<file path="config.mk">
export PLATFORM = sky130hd
export DESIGN_NAME = estagio_operandos_soma_flat
export DESIGN_NICKNAME = d
export VERILOG_FILES = /design/src/rtl/estagio_operandos_soma_if.sv /design/src/rtl/estagio_operandos_soma.sv /design/src/flat_wrapper.sv
export SDC_FILE = /design/constraint.sdc
export NUM_CORES = 1
export LEC_CHECK = 0
export ABC_CLOCK_PERIOD_IN_PS = 4500
export BUFFER_PORTS_ARGS = -buffer_cell sky130_fd_sc_hd__buf_4
export CELL_PAD_IN_SITES_DETAIL_PLACEMENT = 1
export CELL_PAD_IN_SITES_GLOBAL_PLACEMENT = 2
export CORE_MARGIN = 1.5
export CORE_UTILIZATION = 44
export CTS_BUF_LIST = sky130_fd_sc_hd__clkbuf_4 sky130_fd_sc_hd__clkbuf_8
export CTS_CLUSTER_DIAMETER = 100
export DETAILED_ROUTE_END_ITERATION = 16
export PLACE_DENSITY_LB_ADDON = 0.1
export SLEW_MARGIN = 20
export SYNTH_ARGS = -nofsm -noshare
export SYNTH_HDL_FRONTEND = slang
export SYNTH_SLANG_ARGS = --single-unit
</file>
<file path="constraint.sdc">
create_clock -name Clock -period 4.5 [get_ports Clock]
set_input_delay 0.45 -clock Clock [delete_from_list [all_inputs] [get_ports Clock]]
set_output_delay 0.45 -clock Clock [all_outputs]
set_load 0.005 [all_outputs]
</file>
<file path="src/rtl/estagio_operandos_soma_if.sv">
// Bus between the control unit / Somador and the operand stage.
// slave = operand stage side, master = control unit + Somador side.
interface estagio_operandos_soma_if #(
  parameter int LARGURA  = 8,
  parameter int END_BITS = 3
);
  logic                Valido;
  logic [END_BITS-1:0] Rd;
  logic [END_BITS-1:0] Rs;
  logic [END_BITS-1:0] Rt;
  logic                Carga;
  logic [END_BITS-1:0] EndCarga;
  logic [LARGURA-1:0]  DadoCarga;
  logic [END_BITS-1:0] EndLeitura;
  logic [LARGURA-1:0]  DadoLeitura;
  logic [LARGURA-1:0]  Entrada1;
  logic [LARGURA-1:0]  Entrada2;
  logic [LARGURA-1:0]  Resultado;
  logic                Ocupado;
  logic                Pronto;
  logic                Overflow;

  modport slave (
    input  Valido, Rd, Rs, Rt, Carga, EndCarga, DadoCarga, EndLeitura, Resultado,
    output DadoLeitura, Entrada1, Entrada2, Ocupado, Pronto, Overflow
  );

  modport master (
    output Valido, Rd, Rs, Rt, Carga, EndCarga, DadoCarga, EndLeitura, Resultado,
    input  DadoLeitura, Entrada1, Entrada2, Ocupado, Pronto, Overflow
  );
endinterface

</file>
<file path="src/rtl/estagio_operandos_soma.sv">
// Register file + operand sequencer feeding the combinational Somador.
// One add takes four states; R0 is hardwired to zero.
module estagio_operandos_soma #(
  parameter int LARGURA  = 8,
  parameter int NUM_REGS = 8,
  parameter int END_BITS = 3
) (
  input logic                     Clock,
  input logic                     Reset,
  estagio_operandos_soma_if.slave bus
);

  localparam logic [1:0] OCIOSO   = 2'd0;
  localparam logic [1:0] LEITURA  = 2'd1;
  localparam logic [1:0] EXECUCAO = 2'd2;
  localparam logic [1:0] ESCRITA  = 2'd3;

  logic [1:0]          estado;
  logic [LARGURA-1:0]  regs [NUM_REGS];
  logic [END_BITS-1:0] rd_q, rs_q, rt_q;
  logic [LARGURA-1:0]  ent1_q, ent2_q, res_q;
  logic                ov_next_q, ov_q, pronto_q;
  logic                ov_calc;

  // signed overflow: like-signed operands giving a result of the other sign
  assign ov_calc = (ent1_q[LARGURA-1] == ent2_q[LARGURA-1]) &&
                   (bus.Resultado[LARGURA-1] != ent1_q[LARGURA-1]);

  // sequencer; Carga wins over Valido in idle and drops the request
  always_ff @(posedge Clock) begin
    if (Reset) begin
      estado <= OCIOSO;
      rd_q   <= '0;
      rs_q   <= '0;
      rt_q   <= '0;
    end else begin
      case (estado)
        OCIOSO: begin
          if (!bus.Carga && bus.Valido) begin
            rd_q   <= bus.Rd;
            rs_q   <= bus.Rs;
            rt_q   <= bus.Rt;
            estado <= LEITURA;
          end
        end
        LEITURA:  estado <= EXECUCAO;
        EXECUCAO: estado <= ESCRITA;
        default:  estado <= OCIOSO;
      endcase
    end
  end

  // register file: direct load when idle, write-back in ESCRITA, R0 never written
  always_ff @(posedge Clock) begin
    if (Reset) begin
      for (int i = 0; i < NUM_REGS; i++) regs[i] <= '0;
    end else if (estado == OCIOSO) begin
      if (bus.Carga && bus.EndCarga != '0) regs[bus.EndCarga] <= bus.DadoCarga;
    end else if (estado == ESCRITA) begin
      if (rd_q != '0) regs[rd_q] <= res_q;
    end
  end

  // operand fetch and result capture; operands hold until the next fetch
  always_ff @(posedge Clock) begin
    if (Reset) begin
      ent1_q    <= '0;
      ent2_q    <= '0;
      res_q     <= '0;
      ov_next_q <= 1'b0;
    end else if (estado == LEITURA) begin
      ent1_q <= (rs_q == '0) ? '0 : regs[rs_q];
      ent2_q <= (rt_q == '0) ? '0 : regs[rt_q];
    end else if (estado == EXECUCAO) begin
      res_q     <= bus.Resultado;
      ov_next_q <= ov_calc;
    end
  end

  // completion flags: Pronto pulses one cycle, Overflow held until next completion
  always_ff @(posedge Clock) begin
    if (Reset) begin
      pronto_q <= 1'b0;
      ov_q     <= 1'b0;
    end else begin
      pronto_q <= (estado == ESCRITA);
      if (estado == ESCRITA) ov_q <= ov_next_q;
    end
  end

  assign bus.DadoLeitura = (bus.EndLeitura == '0) ? '0 : regs[bus.EndLeitura];
  assign bus.Entrada1    = ent1_q;
  assign bus.Entrada2    = ent2_q;
  assign bus.Ocupado     = (estado != OCIOSO);
  assign bus.Pronto      = pronto_q;
  assign bus.Overflow    = ov_q;

endmodule

</file>
<file path="src/flat_wrapper.sv">
// flat-port wrapper written by rule: the top's interface ports become plain ports
module estagio_operandos_soma_flat 
#(
  parameter int LARGURA  = 8,
  parameter int NUM_REGS = 8,
  parameter int END_BITS = 3
)
  (Clock, Reset, bus_Valido, bus_Rd, bus_Rs, bus_Rt, bus_Carga, bus_EndCarga, bus_DadoCarga, bus_EndLeitura, bus_Resultado, bus_DadoLeitura, bus_Entrada1, bus_Entrada2, bus_Ocupado, bus_Pronto, bus_Overflow);
  estagio_operandos_soma_if #(.LARGURA(LARGURA), .END_BITS(END_BITS)) bus_i ();
  input logic Clock;
  input logic Reset;
  input wire logic [$bits(bus_i.Valido)-1:0] bus_Valido;
  input wire logic [$bits(bus_i.Rd)-1:0] bus_Rd;
  input wire logic [$bits(bus_i.Rs)-1:0] bus_Rs;
  input wire logic [$bits(bus_i.Rt)-1:0] bus_Rt;
  input wire logic [$bits(bus_i.Carga)-1:0] bus_Carga;
  input wire logic [$bits(bus_i.EndCarga)-1:0] bus_EndCarga;
  input wire logic [$bits(bus_i.DadoCarga)-1:0] bus_DadoCarga;
  input wire logic [$bits(bus_i.EndLeitura)-1:0] bus_EndLeitura;
  input wire logic [$bits(bus_i.Resultado)-1:0] bus_Resultado;
  output wire logic [$bits(bus_i.DadoLeitura)-1:0] bus_DadoLeitura;
  output wire logic [$bits(bus_i.Entrada1)-1:0] bus_Entrada1;
  output wire logic [$bits(bus_i.Entrada2)-1:0] bus_Entrada2;
  output wire logic [$bits(bus_i.Ocupado)-1:0] bus_Ocupado;
  output wire logic [$bits(bus_i.Pronto)-1:0] bus_Pronto;
  output wire logic [$bits(bus_i.Overflow)-1:0] bus_Overflow;
  assign bus_i.Valido = bus_Valido;
  assign bus_i.Rd = bus_Rd;
  assign bus_i.Rs = bus_Rs;
  assign bus_i.Rt = bus_Rt;
  assign bus_i.Carga = bus_Carga;
  assign bus_i.EndCarga = bus_EndCarga;
  assign bus_i.DadoCarga = bus_DadoCarga;
  assign bus_i.EndLeitura = bus_EndLeitura;
  assign bus_i.Resultado = bus_Resultado;
  assign bus_DadoLeitura = bus_i.DadoLeitura;
  assign bus_Entrada1 = bus_i.Entrada1;
  assign bus_Entrada2 = bus_i.Entrada2;
  assign bus_Ocupado = bus_i.Ocupado;
  assign bus_Pronto = bus_i.Pronto;
  assign bus_Overflow = bus_i.Overflow;
  estagio_operandos_soma #(.LARGURA(LARGURA), .NUM_REGS(NUM_REGS), .END_BITS(END_BITS)) u_core (.Clock(Clock), .Reset(Reset), .bus(bus_i));
endmodule
</file>
==> impl_metrics.ini, run 1 <==
[timing]
setup_viol_count_final = 0
rsz0062_at_grt = false
final.setup.tns_ps = 0
clock-skew-final_ps = 13.2
fin_ws_ps = 1700
relSlewSlack = 0.314
fmax_mhz = 357
hold_violations = 0
layout_min_cycle_time_ps = 2800
max_slew.worst_pin.slew_ps = 1030
fin_crit_sh = 0.622
slew_viol_final = 0

[synthesis]
avgSynthCellArea_sq_um = 11.7
yosysTopAreaCell = edfxtp_1
synth_area_sq_um = 5730
yosys_warnings = 0
ys_seq_area_frac = 0.489
synthCells = 490
synth_top_area_share = 0.335
synth.area.top_cells = edfxtp_1 34%, dfxtp_1 15%, mux2i_1 10%
synth-seq-cells = 108
ys_types = 40

[power_and_ir_drop]
peakVddDrop_v = 0.000131
switchingPower_uw = 529
p_comb_frac = 0.136
p_seq_frac = 0.561
switching_share = 0.259
power_frac_clock = 0.303
finalPower_mw = 2.04
p_int_mw = 1.51
p_leak_nw = 2.27
powerDensity_nw_per_um2 = 316

[min_path]
hold_path_startpoint = bus_Rd[1]
hold_depth = 3
hold_class = input port to register

[grt]
grt_pass1_vias = 4110
antenna_found_initial = 0
grt_pass1_wl_mm = 23.8
grt-ovfl-total = 0
grtUsageTotal = 0.243
grt_max_degree = 57

[placement]
pre_cts_slack_ps = 1680
place_area_sq_um = 6250
gp_congestion = 0.833
place_hpwl_mm = 11.4
port_buffers = 61

[clocking]
ctsHoldBuffers = 0
cts.sinks = 108
ctsResizeCount = 0
clockRootBuffer = clkbuf_8
clkTransAtPathRegs_ps = 100
numCtsBuffers = 9
ctsHtreeMaxLevel = 3
clk-insertion-delay-late_ps = 390
clockBufferDepth = 2
post-cts-setup-buffers = 0
cts_tree = built

[setup_path]
startpoint = u_core.estado[0]
cp-end-kind = register
reg2reg_depth = 6
crit_chain = inv_1 > ha_1 > nor3b_2 > nor4b_1 > o21ai_2 > nand2b_1
cp_data_arrival_time_ps = 2840
startpoint_type = register
rr_startpoint = u_core.estado[0]
crit_required_ps = 4540
path_class = register to register
path_max_fanout = 14
cp_slowest_stage_delay_ps = 660
cpMaxStageDelayCell = nor3b_2

[finish]
postLayoutCoreUtil = 0.510
areaGrowthSynthToFinish_pct = 12.6
fin_area_sq_um = 6460
fin_nets = 575
drive_gt1_frac = 0.222
diodes = 0

[die]
dieArea_sq_um = 13700
ios = 62
coreArea_sq_um = 12700
start_util = 0.453
rows = 41
chipHeight_um = 117
fp.dieW_um = 117

[drt]
wire_per_inst_um = 22.1
vias_per_cell = 5.75
ant_nets = 0
drc = 0
drt-initial-drc-count = 213
vias = 4097
drtPass1Iterations = 5
drt_wl_total_mm = 15.7

[outcome]
status = completed

[run]
cap_violations = 0
[cell usage in the layout (no fill, tap or decap), drive strengths merged, types with 2 or more instances in the layout]
cell type / synthesis / routed
a21oi: 23 / 23
nand3b: 2 / 2
dfxtp: 44 / 44
inv: 5 / 6
conb: 1 / 8
edfxtp: 64 / 64
clkinv: 0 / 2
and3b: 2 / 2
a22oi: 16 / 16
buf: 15 / 63
clkbuf: 20 / 12
a221oi: 8 / 8
a211oi: 2 / 2
nand3: 2 / 2
and2: 3 / 3
nand2b: 26 / 26
nor2b: 11 / 11
nand2: 14 / 14
o31a: 2 / 2
mux4: 24 / 24
o21ai: 22 / 22
mux2i: 66 / 66
nor2: 87 / 87
o211ai: 16 / 16
ha: 4 / 4
o2bb2ai: 2 / 2
[metrics by stage]
step	hold WS [ps]	std cells
finish	295	713
global route	298	713
CTS	277	713
detailed placement	460	697
global placement	459	697
floorplan	462	497
[power by group through the flow]
stage | clock network (mW) | registers [mW] | logic (mW)
after floorplan | 0 | 1.13 | 0.199
after global placement | 0 | 1.16 | 0.272
after detailed placement | 0 | 1.17 | 0.280
after CTS | 0.634 | 1.14 | 0.281
after global routing | 0.667 | 1.15 | 0.302
final | 0.619 | 1.15 | 0.279
[logic make-up after synthesis]
| family | count (synthesis) | share of synthesized area |
|---|---|---|
| compound gates | 94 | 0.110 |
| flops | 108 | 0.489 |
| mux | 90 | 0.227 |
| simple gates | 153 | 0.127 |
| fa+ha+maj | 4 | 0.00873 |
| other cells | 1 | 0.000654 |
| buf+inv | 40 | 0.0371 |
[cells in the mapped netlist]
library cell / n
o21ai_2: 4
or2_2: 1
o211ai_1: 16
nand4bb_1: 1
o22a_1: 1
nand2b_1: 26
dfxtp_1: 44
clkbuf_1: 20
o31a_1: 2
nor2b_1: 11
ha_1: 4
a221oi_1: 8
buf_4: 4
and2_1: 2
o21ai_0: 18
edfxtp_1: 64
or3_4: 1
nor2_1: 87
mux2i_4: 8
nor3b_2: 1
buf_12: 1
and3b_1: 2
a22oi_1: 16
buf_2: 7
nor4b_1: 1
a41oi_2: 1
and2_4: 1
mux2i_1: 58
buf_6: 3
conb_1: 1
inv_1: 5
nand3_1: 2
nand3b_1: 2
nand2_1: 14
and3_1: 1
o2bb2ai_1: 2
a21boi_0: 1
mux4_2: 24
a21oi_1: 23
a211oi_1: 2
[sequential cells by signal, summed over array words and instances (netlist names), named ones only]
name	cells
u_core.bus.Entrada1	8
u_core.bus.Entrada2	8
u_core.bus.Overflow	1
u_core.bus.Pronto	1
u_core.estado	2
u_core.ov_next_q	1
u_core.rd_q	3
u_core.regs	64
u_core.res_q	8
u_core.rs_q	3
u_core.rt_q	3
[path summary, 6_finish.rpt]
check	endpoint	slack, ps
min reg2reg	u_core.bus.Entrada1[0]	470
max reg2reg	u_core.regs[1][4]	1700
min	u_core.rd_q[1]	300
max	u_core.regs[1][4]	1700
[layer usage]
metal	up-vias	GRT usage	wire, um
met5	-	0	0
met4	0	0.134	594
met3	24	0.0319	662
met2	117	0.398	7770
met1	2061	0.316	6700
li1	1895	-	-
[layout make-up]
type / instances / area (sq um)
fillers: 1397 / 6210
flip-flops and latches: 108 / 2800
multi-input cells: 349 / 2750
repair buffers: 63 / 473
well taps: 172 / 215
clock buffers: 12 / 153
clock inverters: 4 / 50.0
inverters: 5 / 18.8
[worst max-delay path: cells and delay by family, from the launching register on]
| kind | cells | cell delay (ps) |
|---|---|---|
| adders and majority gates | 1 | 310 |
| DFF | 1 | 370 |
| and+or+nand+nor | 3 | 1450 |
| AOI/OAI and AO/OA | 1 | 230 |
| buffers and inverters | 1 | 90 |
(Power assumes the default switching activity.)
==> run 2: changes to the inputs <==
--- a/config.mk
+++ b/config.mk
@@ -5,12 +5,13 @@
 export SDC_FILE = /design/constraint.sdc
 export NUM_CORES = 1
 export LEC_CHECK = 0
-export ABC_CLOCK_PERIOD_IN_PS = 4500
+export ABC_AREA = 1
+export ABC_CLOCK_PERIOD_IN_PS = 2300
 export BUFFER_PORTS_ARGS = -buffer_cell sky130_fd_sc_hd__buf_4
 export CELL_PAD_IN_SITES_DETAIL_PLACEMENT = 1
 export CELL_PAD_IN_SITES_GLOBAL_PLACEMENT = 2
 export CORE_MARGIN = 1.5
-export CORE_UTILIZATION = 44
+export CORE_UTILIZATION = 32
 export CTS_BUF_LIST = sky130_fd_sc_hd__clkbuf_4 sky130_fd_sc_hd__clkbuf_8
 export CTS_CLUSTER_DIAMETER = 100
 export DETAILED_ROUTE_END_ITERATION = 16
==> constraint.sdc (replaced) <==
create_clock -name Clock -period 2.3 [get_ports Clock]
set_input_delay 0.23 -clock Clock [delete_from_list [all_inputs] [get_ports Clock]]
set_output_delay 0.23 -clock Clock [all_outputs]
set_load 0.005 [all_outputs]
==> impl_metrics.ini, run 2 <==
[drt]
ant_nets = 0
vias = 5649
drtPass1Iterations = 5
wire_per_inst_um = 19.3
vias_per_cell = 5.08
drt-initial-drc-count = 360
drt_wl_total_mm = 21.4
drc = 0

[grt]
grt_pass1_vias = 5545
grt-ovfl-total = 0
antenna_found_initial = 0
grtUsageTotal = 0.222
grt_max_degree = 41
grt_pass1_wl_mm = 32.7

[clocking]
cts.sinks = 108
cts_tree = built
clk-insertion-delay-late_ps = 410
clkTransAtPathRegs_ps = 110
numCtsBuffers = 9
ctsHtreeMaxLevel = 3
clockBufferDepth = 2
clockRootBuffer = clkbuf_8
ctsHoldBuffers = 0

[setup_path]
crit_family = simple AND/OR/NAND/NOR gates
cp-end-kind = register
cp_slowest_stage_delay_ps = 410
critPathBufInv = 2
crit_chain = inv_1 > ha_1 > nor2_8 > nand2_4 > nand2_1 > inv_2 > nor2_4 > nand2_4 > nand2_2
crit_required_ps = 2400
r2r_slack_ps = 190
path_max_fanout = 9
startpoint_type = register
path_class = register to register
cpMaxStageDelayCell = dfxtp_1
crit_top_cell = nand2_4
cp_data_arrival_time_ps = 2220

[synthesis]
synth-seq-cells = 108
yosysMostFrequentCell = nand2_1
yosys_warnings = 0
synth_top_family_by_area = simple AND/OR/NAND/NOR gates
synthAdderAreaFrac = 0.00829
synth-compound-area-share = 0.115
avgSynthCellArea_sq_um = 7.46
synthCells = 809
ys_types = 26
synthFlopType = edfxtp_1
yosysTopAreaCell = edfxtp_1
synth_async_sr_flop_share = 0
synth-simple-area-share = 0.317
ys_seq_area_frac = 0.464
synthXorXnorAreaFrac = 0
synth_mux_area_frac = 0
ys_top_cells_by_count = 188 x nand2_1, 128 x nand3_1, 100 x inv_1
synth_edf_count = 64
synth_area_sq_um = 6040
synth.area.top_cells = edfxtp_1 32%, dfxtp_1 15%, nand2_1 12%
synth_top_area_share = 0.318

[outcome]
status = completed

[die]
dieArea_sq_um = 19700
fp.dieW_um = 140
rows = 50
coreArea_sq_um = 18600
ios = 62
start_util = 0.325
chipHeight_um = 140

[finish]
largest_register = u_core.regs
fin_cells = 1113
drive_gt1_frac = 0.167
largest_reg_flops = 64
final_common_cell = nand2_1
fin_area_sq_um = 7080
postLayoutCoreUtil = 0.381
diodes = 0
fillers = 2322
fin_nets = 913
layout_common_cells = 181 x nand2_1, 128 x nand3_1, 100 x inv_1, 89 x buf_4, 77 x a21oi_1
areaGrowthSynthToFinish_pct = 17.3

[timing]
fmax_mhz = 473
clock-skew-final_ps = 17.3
hold_violations = 0
rsz0062_at_grt = false
slew_viol_final = 0
final.setup.tns_ps = 0
max_slew.worst_pin.slew_ps = 651
setup_viol_count_final = 0
relSlewSlack = 0.565
layout_min_cycle_time_ps = 2110
fin_crit_sh = 0.919

[power_and_ir_drop]
peakVddDrop_v = 0.000275
finalPower_mw = 5.23
powerDensity_nw_per_um2 = 739
p_leak_nw = 3.28

[run]
cap_violations = 0

[placement]
gp_congestion = 0.897
place_area_sq_um = 6850
port_buffers = 61
placed_cells = 1096
place_hpwl_mm = 16.3

[min_path]
hold_class = input port to register
==> run 2: cell types whose count changed after synthesis, sizes merged, moves of 30 or more <==
cell | before | now
inv | 5 | 101
o21ai | 22 | 52
a21oi | 23 | 77
nand3 | 2 | 128
mux2i | 66 | 0
nand2 | 14 | 205
==> run 2: worst paths after layout <==
check,startpoint,end,cells past startpoint
worst min-delay path,Reset,u_core.estado[0],2
worst min register to register,u_core.bus.Entrada2[2],u_core.bus.Entrada2[2],2
worst max-delay path,u_core.estado[0],u_core.regs[4][0],9
worst max register to register,u_core.estado[0],u_core.regs[4][0],9
==> run 2: layout make-up <==
type	count	area [sq um]	share of cell area
Clock inverter	7	67.6	0.00954
Tap cell	234	293	0.0414
Timing Repair Buffer	90	688	0.0972
Multi-Input combinational cell	560	2710	0.383
Inverter	105	395	0.0559
Clock buffer	9	124	0.0175
Sequential cell	108	2800	0.396
==> run 2: worst register-to-register path: stages, from the launching register on <==
cell,delay [ps]
dfxtp_1,410
inv_1,90
ha_1,310
nor2_8,190
nand2_4,110
nand2_1,100
inv_2,60
nor2_4,240
nand2_4,130
nand2_2,180
==> run 2: cells by family after synthesis <==
group                    Yosys count
other                              1
adder cells (fa/ha/maj)            4
AND/OR/NAND/NOR                  416
AO/OA/AOI/OAI                    132
buffers and inverters            148
flip-flops                       108
==> run 2: per-layer routing <==
| metal | track usage | vias up | wire, um |
|---|---|---|---|
| li1 | - | 2747 | - |
| met1 | 0.310 | 2766 | 10300 |
| met2 | 0.356 | 110 | 9930 |
| met3 | 0.0308 | 26 | 728 |
| met4 | 0.0670 | 0 | 427 |
| met5 | 0 | - | 0 |
==> run 2: repair_timing <==
item | 4_1_cts | 5_1_grt
endpoints found under the setup margin | 0 | 56
gates resized for setup | 0 | 7
hold endpoints to repair | 0 | 0
setup buffers | 0 | 1
==> run 2: metrics by stage <==
stage / setup slack, ps / hold slack (ps)
after floorplan: 310 / 365
after global placement: 132 / 437
after detailed placement: 23.6 / 451
after CTS: 2.50 / 15.4
after global routing: 14.3 / 23.9
final: 187 / 27.0
==> run 2: where the power goes <==
| part | switching, mW | leakage (nW) | internal (mW) | total [mW] |
|---|---|---|---|---|
| clock | 0.779 | 0.0958 | 0.425 | 1.20 |
| combinational | 1.10 | 2.17 | 0.544 | 1.64 |
| sequential | 0.126 | 1.02 | 2.26 | 2.39 |
| total | 2.00 | 3.28 | 3.23 | 5.23 |
